### config.mk
export PLATFORM = sky130hd
export DESIGN_NAME = fetch_control
export DESIGN_NICKNAME = d
export VERILOG_FILES = /design/src/rtl/cpu_pkg.sv /design/src/rtl/instr_decode.sv /design/src/rtl/fetch_control.sv
export SDC_FILE = /design/constraint.sdc
export NUM_CORES = 1
export LEC_CHECK = 0
export ABC_AREA = 1
export CAP_MARGIN = 10
export CORE_MARGIN = 1.5
export CORE_UTILIZATION = 54
export CTS_BUF_LIST = sky130_fd_sc_hd__clkbuf_2
export CTS_CLUSTER_DIAMETER = 200
export CTS_CLUSTER_SIZE = 10
export DETAILED_ROUTE_END_ITERATION = 10
export PLACE_DENSITY = 0.8
export REMOVE_ABC_BUFFERS = 1
export SETUP_SLACK_MARGIN = 0.15
export SLEW_MARGIN = 20
export SYNTH_ARGS = -nofsm -noshare
export SYNTH_HDL_FRONTEND = slang
export SYNTH_SLANG_ARGS = --single-unit
### constraint.sdc
create_clock -name clk -period 3.62 [get_ports clk]
set_input_delay 0.724 -clock clk [delete_from_list [all_inputs] [get_ports clk]]
set_output_delay 0.724 -clock clk [all_outputs]
set_load 0.05 [all_outputs]
### src/rtl/cpu_pkg.sv
// Shared LEGv8 front-end definitions: opcode fields, ALU encodings and the
// per-instruction control bundle handed to the datapath.
package cpu_pkg;

    localparam int unsigned INSTR_W = 32;
    localparam int unsigned REG_W   = 5;

    localparam logic [10:0] OP_ADDS = 11'b10101011000;
    localparam logic [10:0] OP_SUBS = 11'b11101011000;
    localparam logic [10:0] OP_AND  = 11'b10001010000;
    localparam logic [10:0] OP_EOR  = 11'b11001010000;
    localparam logic [10:0] OP_LSR  = 11'b11010011010;
    localparam logic [10:0] OP_LDUR = 11'b11111000010;
    localparam logic [10:0] OP_STUR = 11'b11111000000;
    localparam logic [9:0]  OP_ADDI = 10'b1001000100;
    localparam logic [7:0]  OP_BCOND = 8'b01010100;
    localparam logic [7:0]  OP_CBZ  = 8'b10110100;
    localparam logic [5:0]  OP_B    = 6'b000101;
    localparam logic [4:0]  COND_LT = 5'h0B;

    localparam logic [2:0] ALU_PASS_B = 3'b000;
    localparam logic [2:0] ALU_ADD    = 3'b010;
    localparam logic [2:0] ALU_SUB    = 3'b011;
    localparam logic [2:0] ALU_AND    = 3'b100;
    localparam logic [2:0] ALU_XOR    = 3'b110;

    typedef enum logic [1:0] {
        BR_NONE = 2'd0,
        BR_B    = 2'd1,
        BR_CBZ  = 2'd2,
        BR_BLT  = 2'd3
    } br_t;

    typedef struct packed {
        logic       reg2loc;
        logic       alu_src;
        logic       mem_to_reg;
        logic       reg_write;
        logic       mem_write;
        logic       read_mem;
        logic       imm_size;
        logic       shift;
        logic [2:0] alu_op;
        logic       set_flags;
        logic       use_port2;
        br_t        br;
    } ctrl_t;

    localparam ctrl_t BUBBLE = '{
        reg2loc:    1'b1,
        alu_src:    1'b0,
        mem_to_reg: 1'b0,
        reg_write:  1'b0,
        mem_write:  1'b0,
        read_mem:   1'b0,
        imm_size:   1'b0,
        shift:      1'b0,
        alu_op:     ALU_PASS_B,
        set_flags:  1'b0,
        use_port2:  1'b0,
        br:         BR_NONE
    };

endpackage

### src/rtl/instr_decode.sv
// Combinational LEGv8 decoder: instruction word to control bundle and fields.
// Unsupported encodings fall through as a bubble.
module instr_decode
    import cpu_pkg::*;
(
    input  logic [INSTR_W-1:0] instr,
    output ctrl_t              ctrl,
    output logic [REG_W-1:0]   rd,
    output logic [REG_W-1:0]   rn,
    output logic [REG_W-1:0]   rm,
    output logic [8:0]         imm9,
    output logic [11:0]        imm12,
    output logic [5:0]         shamt,
    output logic [25:0]        imm26,
    output logic [18:0]        imm19
);

    assign rd    = instr[4:0];
    assign rn    = instr[9:5];
    assign rm    = instr[20:16];
    assign shamt = instr[15:10];
    assign imm12 = instr[21:10];
    assign imm9  = instr[20:12];
    assign imm26 = instr[25:0];
    assign imm19 = instr[23:5];

    always_comb begin
        ctrl = BUBBLE;
        if (instr[31:21] == OP_ADDS || instr[31:21] == OP_SUBS) begin
            ctrl.reg_write = 1'b1;
            ctrl.set_flags = 1'b1;
            ctrl.use_port2 = 1'b1;
            ctrl.alu_op    = (instr[31:21] == OP_ADDS) ? ALU_ADD : ALU_SUB;
        end else if (instr[31:21] == OP_AND || instr[31:21] == OP_EOR) begin
            ctrl.reg_write = 1'b1;
            ctrl.use_port2 = 1'b1;
            ctrl.alu_op    = (instr[31:21] == OP_AND) ? ALU_AND : ALU_XOR;
        end else if (instr[31:21] == OP_LSR) begin
            ctrl.reg_write = 1'b1;
            ctrl.shift     = 1'b1;
        end else if (instr[31:21] == OP_LDUR) begin
            ctrl.reg_write  = 1'b1;
            ctrl.read_mem   = 1'b1;
            ctrl.mem_to_reg = 1'b1;
            ctrl.alu_src    = 1'b1;
            ctrl.alu_op     = ALU_ADD;
        end else if (instr[31:21] == OP_STUR) begin
            // Store data travels on the second read port, addressed by Rd.
            ctrl.mem_write = 1'b1;
            ctrl.alu_src   = 1'b1;
            ctrl.alu_op    = ALU_ADD;
            ctrl.reg2loc   = 1'b0;
            ctrl.use_port2 = 1'b1;
        end else if (instr[31:22] == OP_ADDI) begin
            ctrl.reg_write = 1'b1;
            ctrl.alu_src   = 1'b1;
            ctrl.imm_size  = 1'b1;
            ctrl.alu_op    = ALU_ADD;
        end else if (instr[31:24] == OP_CBZ) begin
            ctrl.reg2loc   = 1'b0;
            ctrl.use_port2 = 1'b1;
            ctrl.br        = BR_CBZ;
        end else if (instr[31:24] == OP_BCOND && instr[4:0] == COND_LT) begin
            ctrl.br = BR_BLT;
        end else if (instr[31:26] == OP_B) begin
            ctrl.br = BR_B;
        end
    end

endmodule

### src/rtl/fetch_control.sv
// LEGv8 front end: PC, IF->RF register, RF-stage decode, flag register,
// branch resolution with one delay slot, and load-use stall.
module fetch_control
    import cpu_pkg::*;
#(
    parameter int unsigned ADDR_W = 64
) (
    input  logic              clk,
    input  logic              reset,
    input  logic [31:0]       instr,
    input  logic              negative,
    input  logic              zero,
    input  logic              overflow,
    input  logic              carry_out,
    input  logic              CBZero,
    output logic [ADDR_W-1:0] pc,
    output logic [4:0]        Rd,
    output logic [4:0]        Rn,
    output logic [4:0]        Rm,
    output logic [8:0]        Imm9,
    output logic [11:0]       Imm12,
    output logic [5:0]        Shamt,
    output logic              Reg2Loc,
    output logic              AluSrc,
    output logic              MemToReg,
    output logic              RegWrite,
    output logic              MemWrite,
    output logic              readMem,
    output logic              ImmSize,
    output logic              shift,
    output logic [2:0]        AluOp
);

    logic [31:0]       ir_instr;
    logic [ADDR_W-1:0] ir_pc;
    logic              ex_read_mem;
    logic              ex_set_flags;
    logic [4:0]        ex_rd;
    logic [3:0]        flags;
    ctrl_t             dec_ctrl;
    logic [25:0]       imm26;
    logic [18:0]       imm19;
    logic [4:0]        port2_reg;
    logic              stall;
    logic              taken;
    logic              flag_n;
    logic              flag_v;
    logic [ADDR_W-1:0] br_offset;
    logic [ADDR_W-1:0] target;
    logic [ADDR_W-1:0] next_pc;
    logic              unused_flags;

    instr_decode u_decode (
        .instr (ir_instr),
        .ctrl  (dec_ctrl),
        .rd    (Rd),
        .rn    (Rn),
        .rm    (Rm),
        .imm9  (Imm9),
        .imm12 (Imm12),
        .shamt (Shamt),
        .imm26 (imm26),
        .imm19 (imm19)
    );

    // Z and C are architectural state but nothing here branches on them.
    assign unused_flags = flags[2] ^ flags[0];

    // Load-use hazard against the LDUR currently in EX.
    always_comb begin
        port2_reg = dec_ctrl.reg2loc ? Rm : Rd;
        stall     = ex_read_mem && (ex_rd != 5'd31)
                    && ((ex_rd == Rn) || (dec_ctrl.use_port2 && (ex_rd == port2_reg)));
    end

    // Live flags win when the EX instruction is setting them this cycle.
    always_comb begin
        flag_n    = ex_set_flags ? negative : flags[3];
        flag_v    = ex_set_flags ? overflow : flags[1];
        br_offset = {{(ADDR_W-19){imm19[18]}}, imm19};
        taken     = 1'b0;
        case (dec_ctrl.br)
            BR_B: begin
                taken     = 1'b1;
                br_offset = {{(ADDR_W-26){imm26[25]}}, imm26};
            end
            BR_CBZ:  taken = CBZero;
            BR_BLT:  taken = flag_n ^ flag_v;
            default: taken = 1'b0;
        endcase
        taken  = taken && !stall;
        target = ir_pc + (br_offset << 2);
        if (stall) begin
            next_pc = pc;
        end else if (taken) begin
            next_pc = target;
        end else begin
            next_pc = pc + ADDR_W'(4);
        end
    end

    assign Reg2Loc  = dec_ctrl.reg2loc;
    assign AluSrc   = dec_ctrl.alu_src;
    assign ImmSize  = dec_ctrl.imm_size;
    assign shift    = dec_ctrl.shift;
    assign AluOp    = dec_ctrl.alu_op;
    assign MemToReg = dec_ctrl.mem_to_reg & ~stall;
    assign RegWrite = dec_ctrl.reg_write & ~stall;
    assign MemWrite = dec_ctrl.mem_write & ~stall;
    assign readMem  = dec_ctrl.read_mem & ~stall;

    always_ff @(posedge clk) begin
        if (reset) begin
            pc           <= '0;
            ir_instr     <= '0;
            ir_pc        <= '0;
            ex_read_mem  <= 1'b0;
            ex_set_flags <= 1'b0;
            ex_rd        <= '0;
            flags        <= '0;
        end else begin
            pc <= next_pc;
            if (!stall) begin
                ir_instr <= instr;
                ir_pc    <= pc;
            end
            if (ex_set_flags) begin
                flags <= {negative, zero, overflow, carry_out};
            end
            ex_read_mem  <= readMem;
            ex_set_flags <= dec_ctrl.set_flags & ~stall;
            ex_rd        <= Rd;
        end
    end

endmodule

======== Word-level counts from Yosys, hierarchy flattened ========
Cells that the tools add are included.
storage, ports and cells
  output and inout port bits .............. 117
  flip-flop bits (word level) ............. 171
  word-level logic and storage cells ...... 93
cells by class
  reduce and logical (&&, ||, !) cells .... 9
  $add $sub $neg .......................... 2
  eq/ne operators ......................... 18
  muxes and demuxes ....................... 50
  bitwise logic cells ..................... 7
operators with widths
  kind                                           count
  == test 11 bit, second input constant          7
  adder 64 x 3 -> 64 bit, second input constant  1
  adder 64 bit                                   1
  2-to-1 mux 64 bit                              1
  2-to-1 mux 62 bit                              1
  2-to-1 mux 3 bit                               12
  2-to-1 mux 1 bit                               24
  2-to-1 mux 2 bit                               8
  == test 10 bit, second input constant          1
  == test 5 bit                                  2
  == test 8 x 7 -> 1 bit, second input constant  1
  == test 8 bit, second input constant           1
  2-to-1 mux 4 bit                               2
  == test 6 x 3 -> 1 bit, second input constant  1
  AND 1 bit                                      5
  == test 5 x 4 -> 1 bit, second input constant  1
  logical AND 1 bit                              5
  2-to-1 mux 5 bit                               1
  != test 5 bit, second input constant           1
  == test 2 bit, second input constant           2
  logical OR 1 bit                               3
  one-hot mux 1 bit (3 select lines)             1
  == test 2 x 1 -> 1 bit, second input constant  1
  logical NOT 1 bit                              1
  other kinds (2)                                2

======== Logic depth before layout (Yosys ltp) ========
  word-level depth ........................ 16
  mapped depth ............................ 25
  mapped depth without buffers ............ 24

======== Modules after synthesis ========
A second synthesis with hierarchy kept.
second synthesis, totals
  cells, all modules ...................... 2685
  area total of the unflattened synthesis .. 15343.5 µm²
modules (own cells, without submodules)
  module         times used  area an instance (µm²)  cells each  sequential area each (µm²)
  fetch_control  1           14345.0                 2517        3383.2
  instr_decode   1           998.5                   168         0.0

======== Least setup slack after synthesis ========
Ideal clock, no wire load.
  path type ............................... register to output
  start ................................... reg ir_instr[21]
  end ..................................... out readMem
  path buffers ............................ 3
  path slack .............................. 0.169 ns
  data arrival time ....................... 2.727 ns
  cell stages (with the launch flop) ...... 18
  cell sequence ........................... dfxtp_1 > inv_1 > nand2_1 > nor2_2 > nand3_4 > nand2_4 > inv_2 > nand2_1 > nand2_1 > nor2_1 > nand3_1 > nand2_2 > nand2_4 > inv_2 > buf_6 > buf_2 > nor2_1 > buf_4
between the ends
  cells in the longest elaborated chain, start to end .. 13
  elaborated cells on any way between the ends .. 30
  those cells by class .................... eq/ne (8); mux (15); bitwise (2); reduce/logical (5)
ends and longest elaborated chain
  element                 line                  text
  start, declared         fetch_control.sv:34   logic [31:0] ir_instr;
  start signal, assigned  fetch_control.sv:124  ir_instr <= instr;
  == test 11 bit          instr_decode.sv:47    end else if (instr[31:21] == OP_STUR) begin
  2-to-1 mux 2 bit        instr_decode.sv:47
  2-to-1 mux 1 bit        instr_decode.sv:41    end else if (instr[31:21] == OP_LDUR) begin
  2-to-1 mux 3 bit        instr_decode.sv:38    end else if (instr[31:21] == OP_LSR) begin
  2-to-1 mux 3 bit        instr_decode.sv:34    end else if (instr[31:21] == OP_AND || instr[31:21] == OP_EOR) begin
  2-to-1 mux 3 bit (*)    instr_decode.sv:29    if (instr[31:21] == OP_ADDS || instr[31:21] == OP_SUBS) begin
  net Reg2Loc             fetch_control.sv:23   output logic Reg2Loc,
  2-to-1 mux 5 bit (*)    fetch_control.sv:71   port2_reg = dec_ctrl.reg2loc ? Rm : Rd;
  == test 5 bit (*)       fetch_control.sv:73   && ((ex_rd == Rn) || (dec_ctrl.use_port2 && (ex_rd == port2_reg)));
  logical AND 1 bit (*)   fetch_control.sv:73
  logical OR 1 bit (*)    fetch_control.sv:73
  logical AND 1 bit (*)   fetch_control.sv:73
  inverter 1 bit (*)      fetch_control.sv:110  assign readMem = dec_ctrl.read_mem & ~stall;
  AND 1 bit (*)           fetch_control.sv:110
  end, declared           fetch_control.sv:28   output logic readMem,
Mark *: on every way through the listed nets, which the timed path passes. The rest lies on a longest branch.

======== Worst setup path after layout ========
  start ................................... reg ir_instr[30]
  end ..................................... out RegWrite
between the ends
  cells in the longest elaborated chain, start to end .. 15
  elaborated cells on any way between the ends .. 38
  those cells by class .................... eq/ne (10); mux (21); bitwise (2); reduce/logical (5)
ends and longest elaborated chain
  element            line                  text
  == test 8 bit      instr_decode.sv:59    end else if (instr[31:24] == OP_CBZ) begin
  2-to-1 mux 1 bit   instr_decode.sv:59
  2-to-1 mux 1 bit   instr_decode.sv:54    end else if (instr[31:22] == OP_ADDI) begin
  2-to-1 mux 2 bit   instr_decode.sv:47
  2-to-1 mux 1 bit   instr_decode.sv:41
  2-to-1 mux 3 bit   instr_decode.sv:38
  2-to-1 mux 3 bit   instr_decode.sv:34
  2-to-1 mux 3 bit   instr_decode.sv:29
  2-to-1 mux 5 bit   fetch_control.sv:71
  == test 5 bit      fetch_control.sv:73
  logical AND 1 bit  fetch_control.sv:73
  logical OR 1 bit   fetch_control.sv:73
  logical AND 1 bit  fetch_control.sv:73
  inverter 1 bit     fetch_control.sv:108  assign RegWrite = dec_ctrl.reg_write & ~stall;
  AND 1 bit (*)      fetch_control.sv:108
  end, declared      fetch_control.sv:26   output logic RegWrite,
Every way passes the cells marked *; elsewhere a longest branch is shown, timed or not.

==> key figures <==
Outcome
  – Status: finished, violations left
  – Failing checks: setup timing

Global route
  – Antenna violations before repair: 1
  – Top Usage Layer GRT: met2
  – Global Route met3 Usage: 0.0662
  – Largest net degree at the start of global routing: between 100 and 150
  – Vias in the first global route: between 10,000 and 15,000
  – Grt met2 use: 0.596
  – First-pass GRT wire length: ~80,000 um
  – Global Route Usage Sum: 0.389
  – Total gr overflow: 0
  – Grt met1 use: 0.544

Route
  – Initial DRC Count: approximately 1,700
  – Wirelength, routed: about 54,000 um
  – Via count: 16,400
  – Drt first pass iters: 7
  – Detail-routed via count per cell: between 5 and 6
  – Routed Antenna Nets: 0
  – Wire length per cell: around 19 um
  – DRC: 0

Timing
  – Fin Clk Skew: roughly 0.093 ns
  – Fin crit share: 1.00
  – Final setup fails: 1
  – Final Hold Viols: 0
  – TNS Setup: -0.0148 ns
  – Worst slew margin: 0.366
  – Count of pins over their slew limit: 0
  – Fmax: 0.275 GHz
  – Final WS setup: -0.0148 ns
  – Least-Margin Pin Slew: 0.942 ns
  – RSZ-0062 raised after global routing: true
  – Final min period: between 3 and 4 ns

Synthesis
  – Simple-gate share of the synthesized area: 0.346
  – Compound-Gate Fraction of Synth Area: 0.172
  – Post-synthesis cell count: approximately 2,300
  – Mapped Area: ~14,000 um^2
  – Synth unique cells: 44
  – Flops & latches, synth: between 150 and 200
  – Largest family of logic cells by synthesized area: simple AND/OR/NAND/NOR gates
  – Syn Area/Cell: approximately 6.0 um^2
  – Synthesis Warnings: 0
  – Multiplexer share of the synthesized area: 0.00143
  – Register area share after synthesis: 0.241
  – XOR/XNOR Fraction of Synth Area: 0.0549
  – Adder-Cell Fraction of Synth Area: 0.0593

Clock tree
  – Clk pin slew, worst setup/hold paths: approximately 0.32 ns
  – CTS tree: done
  – # clock sinks: 169
  – Clock Tree Buf Depth: 2
  – Root Buffer: clkbuf_2
  – Hold-fix buffers, CTS: 0
  – CTS Buf Count: 17
  – Clk Latency, worst-skew pair: 0.83 ns
  – H-tree depth: 4

Worst setup path
  – CP Max Fanout: 8
  – Required @ worst endpoint: 2.90 ns
  – CP Capture Type: output pin
  – Startpoint types: register
  – WS Path Type: register to output pin
  – Worst path arrival time: just under 3 ns

Floorplanning
  – Die Span X: about 160 um
  – # rows: 58
  – Die Height: around 160 um
  – Core Region: about 25,000 um^2
  – Initial core utilization: 0.554
  – I/O Pins: ~160
  – Die area: between 20,000 and 30,000 um^2

Cells and area
  – Layout area overhead: 22.7%
  – Fin nets: around 2,600
  – Ratio of cells with drive above 1 in the final layout: 0.129
  – Final core occ: 0.680
  – Design area: 17,200 um^2
  – Finished Layout Cells: about 2,800

Placed design
  – Detailed Place HPWL: 41,100 um
  – Area after DPL: about 16,000 um^2
  – DP Cell Count: about 2,800
  – Placer Congestion: between 1 and 1.5
  – Port bufs: 153

Pwr
  – Leakage power: around 7.4 nW
  – Power per cell area: about 220 nW/um^2
  – Peak VDD IR: between 0.15 and 0.2 mV

Worst hold path
  – Hold Crit Class: primary input to register

Flow run
  – Max Cap Viol: 0
==> final timing paths <==
| path | startpoint | end | slack (ns) | cells after the start |
|---|---|---|---|---|
| setup / recovery | ir_instr[30] | RegWrite | -0.01 | 15 |
| hold / removal | instr[14] | ir_instr[14] | 0.46 | 3 |
| setup reg to reg | ir_instr[29] | pc[46] | 0.22 | 19 |
| hold reg to reg | pc[0] | pc[0] | 0.49 | 2 |
==> layout make-up <==
cell class / count / area, um^2
diodes: 1 / 2.50
flip-flops and latches: 169 / 3390
multi-input cells: 1773 / 9650
inverters: 293 / 1120
clock buffers: 17 / 85.1
well taps: 330 / 413
repair inverters: 1 / 8.76
repair buffers: 240 / 2370
clock inverters: 15 / 176
fillers: 2369 / 8100
==> cell families after synthesis <==
group,count (synthesis)
XOR/XNOR,88
AND/OR/NAND/NOR,1160
flip-flops,169
multiplexers,2
adder cells (fa/ha/maj),66
buffers and inverters,406
AO/OA/AOI/OAI,456
==> metal layers <==
| metal | wire (um) | vias up |
|---|---|---|
| li1 | - | 7906 |
| met1 | 22800 | 7534 |
| met2 | 23600 | 827 |
| met3 | 5750 | 121 |
| met4 | 2080 | 0 |
| met5 | 0 | - |
==> critical path, stage by stage (launching register included) <==
cell     delay [ns]
dfxtp_2        0.40
buf_6          0.12
inv_6          0.07
nand2_4        0.05
nor2_4         0.11
nand3_4        0.19
nand2_8        0.20
nand2_4        0.07
a21oi_2        0.17
nor2_2         0.05
nand3_2        0.08
nand2_4        0.07
nand2_8        0.11
inv_16         0.04
a41oi_4        0.20
buf_12         0.17
==> state kept, by name, indices dropped and copies added (netlist names) <==
name          flops
ex_read_mem       1
ex_set_flags      1
ir_instr         32
pc               64
ir_pc            64
ex_rd             5
flags             2
==> timing repair <==
action,4_1_cts,5_1_grt
setup buffers,12,6
gates resized for setup,42,197
cloned,2,2
setup endpoints to repair,14,49
pin swaps,9,28
==> metrics by stage <==
stage                     power (mW)  hold WS (ns)  setup slack, ns
after floorplan                 2.40         0.455            -2.44
after global placement          2.65         0.458            0.258
after detailed placement        2.66         0.467            0.153
after CTS                       3.76         0.400           0.0182
after global routing            3.96         0.400           -0.153
final                           3.83         0.456          -0.0148
==> cell usage in the layout (no fill, tap or decap), drive strengths merged, types with 2 or more instances in the layout <==
master	count
inv	299
o22ai	3
clkdlybuf4s50	142
a21o	4
dlygate4sd2	2
dfxtp	169
o21bai	13
nor3	46
clkbuf	19
xor2	65
a211oi	3
nand2	605
nor4	9
a31o	3
nor2	302
o211ai	4
or2	10
o21a	2
ha	65
clkinv	9
nand3b	9
dlymetal6s2s	2
buf	90
and2	2
a21oi	179
a2bb2oi	2
nand3	123
clkdlybuf4s15	2
o21ai	211
mux2i	2
a31oi	28
xnor2	23
nand4	54
a21boi	3
==> synth_stat cells (all sizes together) <==
| cell type | n | area, um^2 |
|---|---|---|
| and2 | 2 | 12.5 |
| o21a | 2 | 15.0 |
| o21ai | 211 | 1060 |
| nand3 | 122 | 641 |
| ha | 65 | 813 |
| clkbuf | 37 | 139 |
| nor3 | 46 | 230 |
| nand4 | 54 | 338 |
| fa | 1 | 20.0 |
| xor2 | 65 | 569 |
| dfxtp | 169 | 3380 |
| nor3b | 1 | 7.51 |
| nand2 | 605 | 2290 |
| nand3b | 9 | 67.6 |
| xnor2 | 23 | 201 |
| o22ai | 3 | 18.8 |
| a31o | 3 | 26.3 |
| inv | 292 | 1100 |
| a41oi | 1 | 8.76 |
| a211oi | 3 | 27.5 |
| a21boi | 3 | 22.5 |
| o211ai | 4 | 30.0 |
| mux2i | 2 | 20.0 |
| a31oi | 28 | 175 |
| or2 | 10 | 62.6 |
| o21bai | 13 | 97.6 |
| a2bb2oi | 2 | 17.5 |
| clkinv | 1 | 3.75 |
| a21oi | 179 | 896 |
| a21o | 4 | 30.0 |
| nor4 | 9 | 56.3 |
| buf | 76 | 515 |
| nor2 | 302 | 1150 |
==> power by group <==
group	leakage [nW]	total, mW	internal [mW]	switching (mW)
clock	0.151	1.11	0.240	0.868
sequential	1.37	1.96	1.91	0.0539
combinational	5.90	0.759	0.282	0.476
total	7.42	3.83	2.43	1.40
No activity file was read; power rests on OpenSTA's default activity.
